===== src/rtl/spi_upcount_pkg.sv =====
// Shared types and constants for the upcounter SPI transmit scheduler.
package spi_upcount_pkg;

  typedef enum logic [2:0] {
    IDLE  = 3'd0,
    SETUP = 3'd1,
    WAIT0 = 3'd2,
    GAP   = 3'd3,
    WAIT1 = 3'd4,
    HOLD  = 3'd5
  } sched_state_t;

  localparam int FRAME_RUN_BIT  = 7;
  localparam int FRAME_RSVD_BIT = 6;

  localparam int DEF_CNT_W          = 14;
  localparam int DEF_SS_SETUP       = 2;
  localparam int DEF_BYTE_GAP       = 4;
  localparam int DEF_SS_HOLD        = 2;
  localparam int DEF_TIMEOUT_CYCLES = 4096;

  function automatic int max_int(input int a, input int b);
    return (a > b) ? a : b;
  endfunction

  // {byte0, byte1}: byte0 carries run status, a reserved zero and counter[13:8].
  function automatic logic [15:0] pack_frame(input logic run, input logic [13:0] cnt);
    logic [7:0] b0;
    b0                 = '0;
    b0[FRAME_RUN_BIT]  = run;
    b0[FRAME_RSVD_BIT] = 1'b0;
    b0[5:0]            = cnt[13:8];
    return {b0, cnt[7:0]};
  endfunction

endpackage


===== src/rtl/spi_upcount_tx_sched_timer.sv =====
// Loadable down-counter with a zero flag; shared by setup, gap, hold and timeout.
module spi_wait_timer
  import spi_upcount_pkg::*;
#(
  parameter int W = 13
) (
  input  logic         clk,
  input  logic         reset,
  input  logic         i_load,
  input  logic [W-1:0] i_load_val,
  output logic         o_zero
);

  logic [W-1:0] r_cnt;

  always_ff @(posedge clk or posedge reset) begin
    if (reset) begin
      r_cnt <= '0;
    end else if (i_load) begin
      r_cnt <= i_load_val;
    end else if (r_cnt != '0) begin
      r_cnt <= r_cnt - W'(1);
    end
  end

  assign o_zero = (r_cnt == '0);

endmodule


===== src/rtl/spi_upcount_tx_sched.sv =====
// Frames a counter/run snapshot as two SPI bytes within one SS-low window,
// with overrun/timeout flags and a completed-frame counter.
module spi_upcount_tx_sched
  import spi_upcount_pkg::*;
#(
  parameter int CNT_W          = DEF_CNT_W,
  parameter int SS_SETUP       = DEF_SS_SETUP,
  parameter int BYTE_GAP       = DEF_BYTE_GAP,
  parameter int SS_HOLD        = DEF_SS_HOLD,
  parameter int TIMEOUT_CYCLES = DEF_TIMEOUT_CYCLES
) (
  input  logic             clk,
  input  logic             reset,
  input  logic             i_tick,
  input  logic             i_force,
  input  logic [CNT_W-1:0] i_counter,
  input  logic             i_runstop,
  input  logic             i_err_clr,
  output logic             o_start,
  output logic [7:0]       o_tx_data,
  input  logic             i_done,
  output logic             o_ss,
  output logic             o_busy,
  output logic             o_overrun,
  output logic             o_timeout,
  output logic [15:0]      o_frame_cnt
);

  localparam int TMAX = max_int(max_int(SS_SETUP, BYTE_GAP), max_int(SS_HOLD, TIMEOUT_CYCLES));
  localparam int TW   = $clog2(TMAX + 1);

  sched_state_t  r_state;
  logic          r_pending, r_start, r_ss, r_overrun, r_timeout;
  logic [7:0]    r_tx_data, r_byte0, r_byte1;
  logic [15:0]   r_frame_cnt;

  logic          w_req, w_tzero, w_load, w_ovr_set, w_to_set, w_in_wait;
  logic [TW-1:0] w_load_val;
  logic [15:0]   w_frame;

  assign w_req     = i_tick | i_force;
  assign w_frame   = pack_frame(i_runstop, 14'(i_counter));
  assign w_in_wait = (r_state == WAIT0) || (r_state == WAIT1);
  assign w_to_set  = w_in_wait && !i_done && w_tzero;
  assign w_ovr_set = w_req && (r_state != IDLE) && r_pending;

  // The done cycle counts as the first gap cycle, so the gap timer is loaded
  // one short; a one-cycle gap skips the GAP state entirely.
  always_comb begin
    w_load     = 1'b0;
    w_load_val = '0;
    case (r_state)
      IDLE: if (w_req || r_pending) begin
        w_load     = 1'b1;
        w_load_val = TW'(SS_SETUP - 1);
      end
      SETUP, GAP: if (w_tzero) begin
        w_load     = 1'b1;
        w_load_val = TW'(TIMEOUT_CYCLES - 1);
      end
      WAIT0: if (i_done) begin
        w_load     = 1'b1;
        w_load_val = (BYTE_GAP > 1) ? TW'(BYTE_GAP - 2) : TW'(TIMEOUT_CYCLES - 1);
      end
      WAIT1: if (i_done) begin
        w_load     = 1'b1;
        w_load_val = TW'(SS_HOLD - 1);
      end
      default: ;
    endcase
  end

  spi_wait_timer #(.W(TW)) u_timer (
    .clk        (clk),
    .reset      (reset),
    .i_load     (w_load),
    .i_load_val (w_load_val),
    .o_zero     (w_tzero)
  );

  always_ff @(posedge clk or posedge reset) begin
    if (reset) begin
      r_state     <= IDLE;
      r_pending   <= 1'b0;
      r_start     <= 1'b0;
      r_tx_data   <= '0;
      r_ss        <= 1'b1;
      r_overrun   <= 1'b0;
      r_timeout   <= 1'b0;
      r_frame_cnt <= '0;
      r_byte0     <= '0;
      r_byte1     <= '0;
    end else begin
      r_start <= 1'b0;

      if (w_ovr_set)      r_overrun <= 1'b1;
      else if (i_err_clr) r_overrun <= 1'b0;
      if (w_to_set)       r_timeout <= 1'b1;
      else if (i_err_clr) r_timeout <= 1'b0;

      if (w_req && (r_state != IDLE) && !r_pending) r_pending <= 1'b1;

      case (r_state)
        IDLE: if (w_req || r_pending) begin
          r_byte0   <= w_frame[15:8];
          r_byte1   <= w_frame[7:0];
          r_pending <= 1'b0;
          r_ss      <= 1'b0;
          r_state   <= SETUP;
        end
        SETUP: if (w_tzero) begin
          r_start   <= 1'b1;
          r_tx_data <= r_byte0;
          r_state   <= WAIT0;
        end
        WAIT0: begin
          if (i_done) begin
            if (BYTE_GAP > 1) begin
              r_state <= GAP;
            end else begin
              r_start   <= 1'b1;
              r_tx_data <= r_byte1;
              r_state   <= WAIT1;
            end
          end else if (w_tzero) begin
            r_ss    <= 1'b1;
            r_state <= IDLE;
          end
        end
        GAP: if (w_tzero) begin
          r_start   <= 1'b1;
          r_tx_data <= r_byte1;
          r_state   <= WAIT1;
        end
        WAIT1: begin
          if (i_done) begin
            r_state <= HOLD;
          end else if (w_tzero) begin
            r_ss    <= 1'b1;
            r_state <= IDLE;
          end
        end
        HOLD: if (w_tzero) begin
          r_ss        <= 1'b1;
          r_frame_cnt <= r_frame_cnt + 16'd1;
          r_state     <= IDLE;
        end
        default: r_state <= IDLE;
      endcase
    end
  end

  assign o_start     = r_start;
  assign o_tx_data   = r_tx_data;
  assign o_ss        = r_ss;
  assign o_busy      = (r_state != IDLE);
  assign o_overrun   = r_overrun;
  assign o_timeout   = r_timeout;
  assign o_frame_cnt = r_frame_cnt;

endmodule


===== config.mk =====
export PLATFORM = sky130hd
export DESIGN_NAME = spi_upcount_tx_sched
export DESIGN_NICKNAME = d
export VERILOG_FILES = /design/src/rtl/spi_upcount_pkg.sv /design/src/rtl/spi_upcount_tx_sched_timer.sv /design/src/rtl/spi_upcount_tx_sched.sv
export SDC_FILE = /design/constraint.sdc
export NUM_CORES = 1
export LEC_CHECK = 0
export ABC_AREA = 1
export BUFFER_PORTS_ARGS = -buffer_cell sky130_fd_sc_hd__buf_2
export CORE_AREA = 2 2 96 71
export DETAILED_ROUTE_END_ITERATION = 7
export DIE_AREA = 0 0 98 73
export GPL_TIMING_DRIVEN = 0
export PLACE_DENSITY_LB_ADDON = 0.1
export SYNTH_ARGS = -nofsm -noshare
export SYNTH_HDL_FRONTEND = slang
export SYNTH_SLANG_ARGS = --single-unit
export TNS_END_PERCENT = 5

===== constraint.sdc =====
create_clock -name clk -period 1.86 [get_ports clk]
set_input_delay 0.279 -clock clk [delete_from_list [all_inputs] [get_ports clk]]
set_output_delay 0.279 -clock clk [all_outputs]
set_load 0.02 [all_outputs]

* Word level (Yosys, flattened, before mapping)
Index checks and enable logic that the tools add are counted.
Storage, ports and cells: bits in registers 60, bits of input ports 21, logic and storage cells 80
Operators by class: add/sub/neg operators 2, equality and inequality tests 9, multiplexer cells 32, bitwise logic cells 1, reductions and logical operators 25
Operators with widths (number):
- one-hot mux 12 bit (4 select lines) | 1
- two-way mux 13 bit | 2
- two-way mux 3 bit | 6
- one-hot mux 3 bit (6 select lines) | 1
- adder 16 x 1 -> 16 bit, second input constant | 1
- two-way mux 8 bit | 2
- one-hot mux 8 bit (2 select lines) | 1
- two-way mux 1 bit | 15
- zero test 13 bit | 1
- nonzero test 13 bit | 1
- subtractor 13 x 1 -> 13 bit, second input constant | 1
- two-way mux 12 bit | 1
- AND reduction 3 bit | 3
- inequality test 2 bit, second input constant | 4
- nonzero test 2 bit | 4
- equality test 3 x 2 -> 1 bit, second input constant | 2
- equality test 3 bit, second input constant | 2
- one-hot mux 1 bit (3 select lines) | 2
- nonzero test 3 bit | 2
- logical AND 1 bit | 5
- AND reduction 2 bit | 2
- OR reduction 2 bit | 2
- equality test 3 x 1 -> 1 bit, second input constant | 1
- zero test 3 bit | 1
- 4 further kinds | 6

* Logic depth before layout (Yosys ltp)
Gate-level depths: netlist of the first run.
word-level depth 6, depth in mapped cells 11, depth with buffers taken out 10

* Modules after synthesis
A second synthesis of the first run with hierarchy kept.
Second synthesis, totals: cell total of the unflattened synthesis 419, area, all modules 3234.4 um2
By module, submodules not included:
- spi_upcount_tx_sched | instances 1, cells each 276, area an instance 2307.2 um2, seq. area each 1177.4 um2
- spi_wait_timer | instances 1, cells each 143, area an instance 927.1 um2, seq. area each 325.3 um2

* Worst setup path before layout of the first run
No wires, ideal clock.
path kind flip-flop to flip-flop, start point register u_timer.r_cnt[0], end point register r_frame_cnt[4], in the netlist o_frame_cnt[4], arrival 1.409 ns, required time 1.730 ns, path slack 0.321 ns, cell stages (with the launch flop) 10, buffers on the path 1, clock period less this slack 1.539 ns, cell sequence dfrtp_1 > inv_1 > ha_1 > nand2_2 > nor2_4 > nand2_4 > nor2_8 > buf_6 > nand2_1 > xnor2_1
Between the ends: word-level cells in the longest chain between the ends 2
Ends and longest elaborated chain:
- start, declared | line spi_upcount_tx_sched_timer.sv:14 | logic [W-1:0] r_cnt;
- start signal, assigned | line spi_upcount_tx_sched_timer.sv:20 | r_cnt <= i_load_val;
- start signal, assigned | line spi_upcount_tx_sched_timer.sv:22 | r_cnt <= r_cnt - W'(1);
- zero test 13 bit | line spi_upcount_tx_sched_timer.sv:26 | assign o_zero = (r_cnt == '0);
- AND reduction 2 bit (no line)
- end signal, assigned | line spi_upcount_tx_sched.sv:145 | r_frame_cnt <= r_frame_cnt + 16'd1;
- end, declared | line spi_upcount_tx_sched.sv:35 | logic [15:0] r_frame_cnt;
Every way passes these cells. A chain may end at the register's enable or synchronous reset.

* Worst setup path after layout of the first run
start point register u_timer.r_cnt[0], end point register u_timer.r_cnt[10]
Between the ends: word-level cells in the longest chain between the ends 4, elaborated cells on any way between the ends 10, classes of those cells 1 x add/sub; 6 x mux; 3 x reduce/logical
Ends and longest elaborated chain:
- branches (longest 4 deep; another with subtractor 13 x 1 -> 13 bit)
Parallel ways; which one is timed is not known. The select of a mux whose other input is x is not followed.

==> out/metrics.cfg, run 1 <==
[power]
pwr-share-seq_pct = 40.2
p_comb_share_pct = 37.8
clock_power_share_pct = 22.0
switching_share_pct = 39.8
p_int_uw = 3030
p_sw_uw = 2000
powerDensity_mw_per_mm2 = 1380
p_total_uw = 5020
leakage_uw = 0.00192
max-vdd-ir-drop_uv = 698

[critical_path]
path_cells = inv_2, ha_2, nand2_2, nor2_4, nand2_4, inv_1, nand4_1, nand2_1, nand2_1
crit_fanout = 7
cp-end-kind = register
cp_common_cell = nand2_1
worst_path_largest_cell_delay_ns = 0.39
start_kind = register
cp_data_required_time_ns = 2.08
path_class = register to register
crit_slowest_cell = dfrtp_1
cp_data_arrival_time_ns = 1.93

[sta]
tightestPinTransition_ns = 0.591
period_needed_ns = 1.71
final-hold-violation-count = 20
skew_ns = 0.00946
setup_viol = 0
rsz0062_at_grt = no
fmax_mhz = 585
drv_slew = 0
relSlewSlack_pct = 60.5
period_share_pct = 91.9
holdWs_ns = -0.0104

[routing]
drt_wl_total_um = 6600
drt_iter0_drc = 89
wl_per_cell_um = 12.7
drc = 0
vias = 2572
drt_pass1_iterations = 4
viasPerCell = 4.94
drtAntennaViolNets = 0

[run_status]
status = complete, but fails checks
failed_checks = hold timing

[yosys]
synthCells = 374
ys_ff_latch = 60
synth_top_area_share_pct = 47.9
syn_area_mm2 = 0.00308
synth_top_area_cell = dfrtp_1
synth.area.top_cells = dfrtp_1, nand2_1, inv_1
syn-num-nets = 397
yosysSeqAreaShare_pct = 48.7
avgSynthCellArea_um2 = 8.25
ys.warnings.count = 0
yosys.cell_types.count = 34

[placement]
placed_cell_area_mm2 = 0.00345
portBuffers = 49
routabilityCongestion = 0.847
hpwl_um = 4780

[cts]
post_cts_buffers = 0
cts_tree = yes
numCtsBuffers = 9
cts-htree-levels = 3
clock-sinks = 60
clock_latency_ns = 0.35
root_buffer = clkbuf_8
clockBufferDepth = 2
clk_pin_slew_worst_paths_ns = 0.07

[layout]
final_nets = 458
antenna_cells = 0
fin_area_mm2 = 0.00364
fill_cells = 612
drive_gt1_share_pct = 23.6
final_util_pct = 57.3
layout-area-overhead-vs-synth_pct = 18.1

[global_routing]
grt_antenna_before_repair = 0
grt_max_degree = 36
track_usage_pct = 20.3
grt-ovfl-total = 0
grt_pass1_vias = 2433
grt_first_pass_wirelength_um = 11400

[floorplan]
die_w_um = 98
rows = 25
initial_utilization_pct = 48.6
core_mm2 = 0.00635
io-pin-count = 50
die_area_mm2 = 0.00715
die_y_um = 73

[worst_hold_path]
hp-class = primary input to async pin

[job]
maxCapViolCount = 0

-- metrics by stage --
step                      cells  hold WS, ns  setup slack, ns  setup TNS (ns)
after floorplan             374        0.384           0.0980               0
after global placement      504        0.467           -0.725          -42.63
after detailed placement    505        0.386           0.0741               0
after CTS                   521      0.00379           0.0498               0
after global routing        521       0.0325           0.0104               0
final                       521      -0.0104            0.150               0
-- cell families (layout without fill, tap and decap cells) --
logic type	Yosys count	in the layout	synth area share, %
AO/OA/AOI/OAI	48	48	8.24
buffers and inverters	55	121	7.42
AND/OR/NAND/NOR	184	184	27.1
multiplexers	8	8	2.92
adder cells (fa/ha/maj)	2	2	0.811
XOR/XNOR	17	17	4.83
flip-flops	60	60	48.7
-- worst max-delay path: cells and delay by family (launching register included) --
kind / cells / cell delay (ns)
and+or+nand+nor: 6 / 0.79
buffers and inverters: 2 / 0.20
DFF: 1 / 0.39
adders and majority gates: 1 / 0.21
-- power groups by stage --
stage / clock, uW / sequential, uW / combinational (uW)
after global routing: 1200 / 2080 / 2170
after detailed placement: 0 / 2040 / 1900
final: 1100 / 2020 / 1900
after CTS: 1130 / 2020 / 1910
after floorplan: 0 / 2110 / 1340
after global placement: 0 / 2030 / 1850
-- registers in the layout (all words and copies together) (netlist names) --
name and flops:
o_overrun 1, o_frame_cnt 16, u_timer.r_cnt 13, o_timeout 1, o_start 1, r_state 3, r_byte0 7, o_ss 1
r_pending 1, r_byte1 8, o_tx_data 8
-- Yosys cell counts --
cell      number
o211ai_1       1
inv_1         39
o21ai_0        9
nand2_1       94
nand3_2        2
nand2_2        3
nor2_2         4
o21a_1         1
nor2_8         1
inv_2          6
o21ai_1       26
o31ai_1        1
buf_2          6
nor3b_2        1
xnor2_1        4
nor3_1         6
ha_1           2
mux2_2         5
and2_1         1
dfrtp_1       59
clkbuf_1       2
nor2_1        39
nand3_1       21
a21oi_1        8
buf_6          2
nor3b_1        2
o32ai_1        1
xor2_1        13
nand4_1        6
nand2_4        2
dfstp_2        1
nor2_4         2
a21boi_0       1
mux2_1         3
-- per-layer routing --
layer	global-route usage [%]	routed length (um)	share of wire, %
met3	6.99	353	5.3
met5	0	0	0
met1	28.0	3360	51
met4	5.09	74	1.1
met2	31.0	2810	43
-- final cells by class --
| type | instances | area, um^2 | share of cell area [%] |
|---|---|---|---|
| sequential | 60 | 1500 | 41.3 |
| multi-input combinational | 259 | 1360 | 37.2 |
| timing repair buffer | 50 | 265 | 7.29 |
| inverter | 45 | 169 | 4.64 |
| clock buffer | 11 | 151 | 4.16 |
| tap | 81 | 101 | 2.78 |
| buffer | 10 | 60.1 | 1.65 |
| clock inverter | 5 | 36.3 | 0.997 |
-- cells in the final DEF, fill, tap and decap left out, drive strengths merged, types with 8 or more instances in the layout --
cell    synthesis  final
nand3          23     23
nand2          99     99
nor2           46     46
clkbuf          2     13
a21oi           8      8
inv            45     45
xor2           13     13
mux2            8      8
buf             8     58
o21ai          35     35
dfrtp          59     59
-- repair_timing --
item                                    4_1_cts  5_1_grt
resized for setup                             0        2
endpoints found under the setup margin        0       10
hold buffers                                  0        0
-- final timing paths --
path | start | endpoint | slack, ns | depth (start not counted)
worst max-delay path | u_timer.r_cnt[0] | u_timer.r_cnt[10] | 0.15 | 9
worst min-delay path | reset | o_frame_cnt[2] | -0.01 | 2
worst max register to register | u_timer.r_cnt[0] | u_timer.r_cnt[10] | 0.15 | 9
worst min register to register | o_tx_data[1] | o_tx_data[1] | 0.50 | 2
max in group asynchronous | reset | o_frame_cnt[15] | 1.28 | 3
min in group clk | i_err_clr | o_overrun | 0.13 | 2
(Power assumes the default switching activity.)
==> run 2: changes to the inputs <==
--- a/config.mk
+++ b/config.mk
@@ -7,9 +7,9 @@
 export LEC_CHECK = 0
 export ABC_AREA = 1
 export BUFFER_PORTS_ARGS = -buffer_cell sky130_fd_sc_hd__buf_2
-export CORE_AREA = 2 2 96 71
+export CORE_AREA = 2 2 92 68
 export DETAILED_ROUTE_END_ITERATION = 7
-export DIE_AREA = 0 0 98 73
+export DIE_AREA = 0 0 94 70
 export GPL_TIMING_DRIVEN = 0
 export PLACE_DENSITY_LB_ADDON = 0.1
 export SYNTH_ARGS = -nofsm -noshare
==> constraint.sdc (replaced) <==
create_clock -name clk -period 1.6 [get_ports clk]
set_input_delay 0.24 -clock clk [delete_from_list [all_inputs] [get_ports clk]]
set_output_delay 0.24 -clock clk [all_outputs]
set_load 0.02 [all_outputs]
==> run 2 against run 1 <==
  * The run now ends clean
  * Routed wire length down 1.1%
  * Flip-flop and latch count unchanged
  * Clock skew up 0.00060 ns
  * Total power up 21%
  * Non-clock buffer count up 8
  * Fmax up 7.0%
==> out/metrics.cfg, run 2 (synthesis gave the netlist of run 1 again) <==
[run_status]
status = completed

[cts]
clock-sinks = 60  ; unchanged
clockBufferDepth = 2  ; unchanged
root_buffer = clkbuf_8
numCtsBuffers = 9  ; unchanged
clk_pin_slew_worst_paths_ns = 0.07  ; about the same
clock_latency_ns = 0.34  ; about the same
cts_tree = yes
cts-htree-levels = 3  ; unchanged

[global_routing]
grt_busiest_layer = met2
grt_antenna_before_repair = 0  ; unchanged
grtUsageMet1_pct = 30.3  ; +2.3 points
track_usage_pct = 21.7  ; +1.5 points
grt_first_pass_wirelength_um = 11200  ; -2.4%
use_met3_pct = 6.80  ; -0.20 points
use_met2_pct = 32.5  ; +1.6 points
grt_max_degree = 61  ; +69%
grt-ovfl-total = 0  ; unchanged
grt_pass1_vias = 2422  ; -0.45%

[critical_path]
cp_common_cell = nand2_4
r2r-start = u_timer.r_cnt[1]
path_class = register to register
crit_fanout = 7  ; unchanged
start_kind = register
path_cells = inv_2, ha_4, nand2_4, nor2_4, nand2_4, inv_4, nand4_1, nand3_1, nand2_1
r2r_end = u_timer.r_cnt[1]
cp-end-kind = register
crit_slowest_cell = dfrtp_1
worst_path_largest_cell_delay_ns = 0.40  ; about the same
worst_r2r_path_depth = 9  ; unchanged
r2r_setup_slack_ns = 0.002  ; -0.15 ns
cp_data_arrival_time_ns = 1.82  ; -0.11 ns
cp_data_required_time_ns = 1.82  ; -0.26 ns

[power]
pwr-share-seq_pct = 38.4  ; -1.8 points
powerDensity_mw_per_mm2 = 1620  ; +17%
switching_share_pct = 39.0  ; -0.79 points
clock_power_share_pct = 22.0  ; about the same
leakage_uw = 0.00196  ; +2.2%
p_sw_uw = 2370  ; +19%
max-vdd-ir-drop_uv = 963  ; +38%
p_comb_share_pct = 39.6  ; +1.8 points
p_int_uw = 3710  ; +22%

[routing]
drc = 0  ; unchanged
viasPerCell = 4.91  ; -0.60%
drt_iter0_drc = 147  ; +65%
vias = 2581  ; +0.35%
wl_per_cell_um = 12.4  ; -2.1%
drt_wl_total_um = 6530  ; -1.1%
drt_pass1_iterations = 4  ; unchanged
drtAntennaViolNets = 0  ; unchanged

[placement]
routabilityCongestion = 0.862  ; +1.7%
pre_cts_slack_ns = -0.200  ; -0.274 ns
portBuffers = 49  ; unchanged
hpwl_um = 4540  ; -5.1%

[layout]
final_nets = 466  ; +1.7%
final_cell_mix = nand2_1, dfrtp_1, buf_2, nor2_1, inv_1
drive_gt1_share_pct = 26.8  ; +3.1 points
regArea_mm2 = 0.00150  ; about the same
antenna_cells = 0  ; unchanged
layout-area-overhead-vs-synth_pct = 21.9
largest_reg_flops = 16  ; unchanged
layout_commonest_cell = nand2_1
multi_input_area_mm2 = 0.00140  ; +3.3%
fill_cells = 508  ; -17%

[worst_hold_path]
hp-class = primary input to register
hp-start = i_err_clr
whs_endpoint = o_timeout
worstHoldPathCells = 2

[sta]
final-hold-violation-count = 0  ; -100%
fmax_mhz = 626  ; +7.0%
rsz0062_at_grt = yes
fin_setup_tns_ns = 0  ; unchanged
tightestPinTransition_ns = 0.454  ; -0.137 ns
period_needed_ns = 1.60  ; -0.112 ns
setup_viol = 0  ; unchanged
setup_slack_ns = 0.00235  ; -0.148 ns
drv_slew = 0  ; unchanged
period_share_pct = 99.9  ; +7.9 points
relSlewSlack_pct = 69.7  ; +9.1 points
skew_ns = 0.0101  ; +0.000600 ns

[floorplan]
io-pin-count = 50  ; unchanged
die_w_um = 94  ; -4.1%
core_mm2 = 0.00586  ; -7.8%
die_area_mm2 = 0.00658  ; -8.0%
die_y_um = 70  ; -4.1%
initial_utilization_pct = 52.7  ; +4.1 points
rows = 24  ; -4.0%

[job]
maxCapViolCount = 0  ; unchanged

## run 2: cell count changes in the layout (fill, tap and decap cells not counted), sizes merged
cell	change
buf	+8
bufinv	+1
clkbuf	-3
clkinv	+1
clkinvlp	+1
dlygate4sd3	+1
inv	-1
## run 2: how the worst max path moves through the flow
stage | start | end | slack (ns) | cells after the start
detailed placement | u_timer.r_cnt[0] | u_timer.r_cnt[1] | -0.20 | 9
CTS | r_state[1] | o_busy | 0.01 | 5
global route | u_timer.r_cnt[0] | u_timer.r_cnt[0] | -0.11 | 10
finish | u_timer.r_cnt[1] | u_timer.r_cnt[1] | 0.002 | 9
floorplan | u_timer.r_cnt[0] | o_frame_cnt[4] | 0.06 | 9
global placement | u_timer.r_cnt[0] | u_timer.r_cnt[1] | -0.17 | 9
## run 2: area by class of cell
type	instances	share of cell area [%]
inverter	45	4.66
timing repair buffer	58	8.72
tap	78	2.60
buffer	10	1.66
clock buffer	9	3.30
multi-input combinational	259	37.3
clock inverter	7	1.80
sequential	60	40.0
## run 2: power groups by stage
stage               clock (uW)  sequential, uW  combinational (uW)
floorplan                    0            2450                1560
global placement             0            2340                2150
detailed placement           0            2360                2190
CTS                       1370            2330                2320
global route              1430            2400                2730
finish                    1340            2330                2410
## run 2: what timing repair did
item	in CTS	in global routing
pin swaps	4	4
hold endpoints to repair	0	19
hold buffers	0	1
setup endpoints to repair	38	32
cloned	0	0
resized for setup	6	13
buffers inserted	4	3
## run 2: metrics by stage
step                      power (uW)  util (%)  std cells  area, um^2  hold WS (ns)
after global placement          4500      58.6        501        3430         0.452
final                           6070      64.2        526        3760        0.0998
after detailed placement        4550      58.6        501        3430         0.451
after CTS                       6020      62.7        521        3670        0.0841
after global routing            6560      64.2        526        3760         0.106
after floorplan                 4010         -        374        3090         0.345
## run 2: layer usage
| metal | wire length, um | share of wire [%] | vias to the layer above |
|---|---|---|---|
| met3 | 333 | 5.1 | 6 |
| met4 | 43 | 0.66 | 0 |
| li1 | - | - | 1331 |
| met5 | 0 | 0 | - |
| met1 | 3180 | 49 | 1178 |
| met2 | 2970 | 46 | 66 |
## run 2: worst max-delay path: cells and delay by family, from the launching register on
kind                       cells  cell delay [ns]
buffers and inverters          2             0.15
DFF                            1             0.40
and+or+nand+nor                6             0.78
adders and majority gates      1             0.16
==> run 3: changes to the inputs <==
==> constraint.sdc (replaced) <==
create_clock -name clk -period 1.7 [get_ports clk]
set_input_delay 0.255 -clock clk [delete_from_list [all_inputs] [get_ports clk]]
set_output_delay 0.255 -clock clk [all_outputs]
set_load 0.02 [all_outputs]
==> run 3 against run 2 <==
  * Clock skew about the same
  * Clock power fell by 6%
  * Critical endpoint unchanged
  * Non-clock buffer count is 1 higher
  * Core utilization shrank 0.064 points
  * Highest routed layer unchanged
  * Via count is 0.77% higher
  * Routed wire length is the same
  * Clock-buffer cell count is the same
  * Final cell count is 0.19% higher
==> out/metrics.cfg, run 3 (synthesis gave the netlist of run 1 again) <==
[critical_path]
r2r_end = u_timer.r_cnt[1]
start_kind = register
crit_fanout = 7  ; unchanged
r2r-start = u_timer.r_cnt[0]
crit_slowest_cell = dfrtp_1
cp-end-kind = register
cp_data_arrival_time_ns = 1.86  ; +0.04 ns
path_class = register to register
path_cells = inv_2, ha_4, nand2_4, nor2_4, nand2_4, inv_4, nand4_1, nand3_1, nand2_1
r2r_setup_slack_ns = 0.07  ; +0.06 ns
worst_r2r_path_depth = 9  ; unchanged
path_buf_inv = 2  ; unchanged
path_delay_family = simple AND/OR/NAND/NOR gates
cp_common_cell = nand2_4
cp_data_required_time_ns = 1.93  ; +0.11 ns
critical_path.startpoint = u_timer.r_cnt[0]
worst_path_largest_cell_delay_ns = 0.39  ; about the same

[power]
clock_power_share_pct = 22.0  ; about the same
p_int_uw = 3500  ; -5.6%
leakage_uw = 0.00197  ; +0.45%
p_comb_share_pct = 39.7  ; about the same
switching_share_pct = 39.1  ; +0.14 points
pwr-share-seq_pct = 38.3  ; about the same
powerDensity_mw_per_mm2 = 1530  ; -5.2%
p_sw_uw = 2250  ; -5.0%
max-vdd-ir-drop_uv = 898  ; -6.8%

[routing]
drt_wl_total_um = 6530  ; unchanged
drtAntennaViolNets = 0  ; unchanged
drc = 0  ; unchanged
drt_pass1_iterations = 4  ; unchanged
drt_iter0_drc = 119  ; -19%
vias = 2601  ; +0.77%
viasPerCell = 4.94  ; +0.58%
wl_per_cell_um = 12.4  ; -0.19%

[sta]
fmax_mhz = 612  ; -2.3%
holdWs_ns = 0.110  ; +0.00998 ns
drv_slew = 0  ; unchanged
tightestPinTransition_ns = 0.489  ; +0.0348 ns
period_share_pct = 96.2  ; -3.7 points
period_needed_ns = 1.63  ; +0.0370 ns
final-hold-violation-count = 0  ; unchanged
setup_viol = 0  ; unchanged
skew_ns = 0.0100  ; -0.0000303 ns
relSlewSlack_pct = 67.2  ; -2.5 points
rsz0062_at_grt = yes

[layout]
largest_reg_flops = 16  ; unchanged
layout-area-overhead-vs-synth_pct = 21.7  ; about the same
fill_cells = 506  ; -0.39%
final_nets = 467  ; +0.21%
antenna_cells = 0  ; unchanged
layout_commonest_cell = nand2_1
fin_area_mm2 = 0.00375  ; about the same
final_cell_mix = nand2_1, dfrtp_1, buf_2, nor2_1, inv_1
drive_gt1_share_pct = 26.3  ; -0.51 points

[global_routing]
grt_max_degree = 61  ; unchanged
grt_pass1_vias = 2406  ; -0.66%
grt-ovfl-total = 0  ; unchanged
grt_antenna_before_repair = 0  ; unchanged
track_usage_pct = 21.4  ; -0.30 points
grt_first_pass_wirelength_um = 11000  ; -1.3%

[run_status]
status = completed

[cts]
cts_tree = yes
clock-sinks = 60  ; unchanged
clk_pin_slew_worst_paths_ns = 0.07  ; about the same
root_buffer = clkbuf_8
numCtsBuffers = 9  ; unchanged
cts-htree-levels = 3  ; unchanged
clock_latency_ns = 0.34  ; about the same
clockBufferDepth = 2  ; unchanged

[floorplan]
core_mm2 = 0.00586  ; unchanged
initial_utilization_pct = 52.7  ; unchanged
rows = 24  ; unchanged
die_w_um = 94  ; unchanged
io-pin-count = 50  ; unchanged
die_y_um = 70  ; unchanged
die_area_mm2 = 0.00658  ; unchanged

[worst_hold_path]
whs_endpoint = o_timeout
worstHoldPathCells = 2  ; unchanged
hp-start = i_err_clr
hp-class = primary input to register

[placement]
portBuffers = 49  ; unchanged
hpwl_um = 4540  ; unchanged
routabilityCongestion = 0.862  ; unchanged
placed_cell_area_mm2 = 0.00343  ; unchanged

[job]
maxCapViolCount = 0  ; unchanged

==> run 3: what timing repair did <==
action / CTS / global route
pin swaps: 2 / 6
hold endpoints to repair: 0 / 19
cloned: 0 / 0
setup buffers: 0 / 8
hold buffers: 0 / 1
setup endpoints to repair: 10 / 16
resized for setup: 3 / 10
==> run 3: worst max-delay path by stage <==
stage                     cells past startpoint          endpoint
after global routing                         10  u_timer.r_cnt[0]
final                                         9  u_timer.r_cnt[1]
after global placement                        9  u_timer.r_cnt[1]
after CTS                                     9  u_timer.r_cnt[1]
after detailed placement                      9  u_timer.r_cnt[1]
after floorplan                               9    o_frame_cnt[4]
==> run 3: metrics by stage <==
stage | setup slack [ns] | total power, uW | TNS, ns | cells | utilization (%)
final | 0.0653 | 5750 | 0 | 527 | 64.1
after global routing | -0.0421 | 6200 | -0.0999 | 527 | 64.1
after CTS | 0.0107 | 5590 | 0 | 517 | 62.1
after detailed placement | -0.0997 | 4280 | -0.255 | 501 | 58.6
after global placement | -0.0711 | 4230 | -0.166 | 501 | 58.6
after floorplan | 0.161 | 3780 | 0 | 374 | -
==> run 3: power groups by stage <==
| stage | Clock, uW | Sequential, uW | Combinational [uW] |
|---|---|---|---|
| 2_1_floorplan | 0 | 2310 | 1470 |
| 3_3_place_gp | 0 | 2210 | 2030 |
| 3_5_place_dp | 0 | 2220 | 2070 |
| 4_1_cts | 1290 | 2200 | 2110 |
| 5_1_grt | 1350 | 2260 | 2590 |
| 6_report | 1260 | 2200 | 2280 |
==> run 3: worst reg2reg max path, delay by kind of cell, from the launching register on <==
| family | cells | cell delay (ns) |
|---|---|---|
| flops | 1 | 0.39 |
| buf+inv | 2 | 0.17 |
| simple gates | 6 | 0.80 |
| fa+ha+maj | 1 | 0.16 |
==> run 3: final cells by class <==
class                      instances  area, um^2  share of cell area, %
tap                               78        97.6                   2.60
inverter                          45         175                   4.67
timing repair buffer              59         335                   8.93
sequential                        60        1500                   40.0
buffer                            10        60.1                   1.60
multi-input combinational        259        1390                   37.1
clock buffer                       9         124                   3.30
clock inverter                     7        67.6                   1.80
==> run 3: per-layer routing <==
| metal | wire length (um) | GRT usage, % | up-vias |
|---|---|---|---|
| met4 | 93 | 7.09 | 0 |
| met2 | 2970 | 31.7 | 68 |
| li1 | - | - | 1338 |
| met1 | 3120 | 30.0 | 1184 |
| met5 | 0 | 0 | - |
| met3 | 350 | 6.80 | 11 |
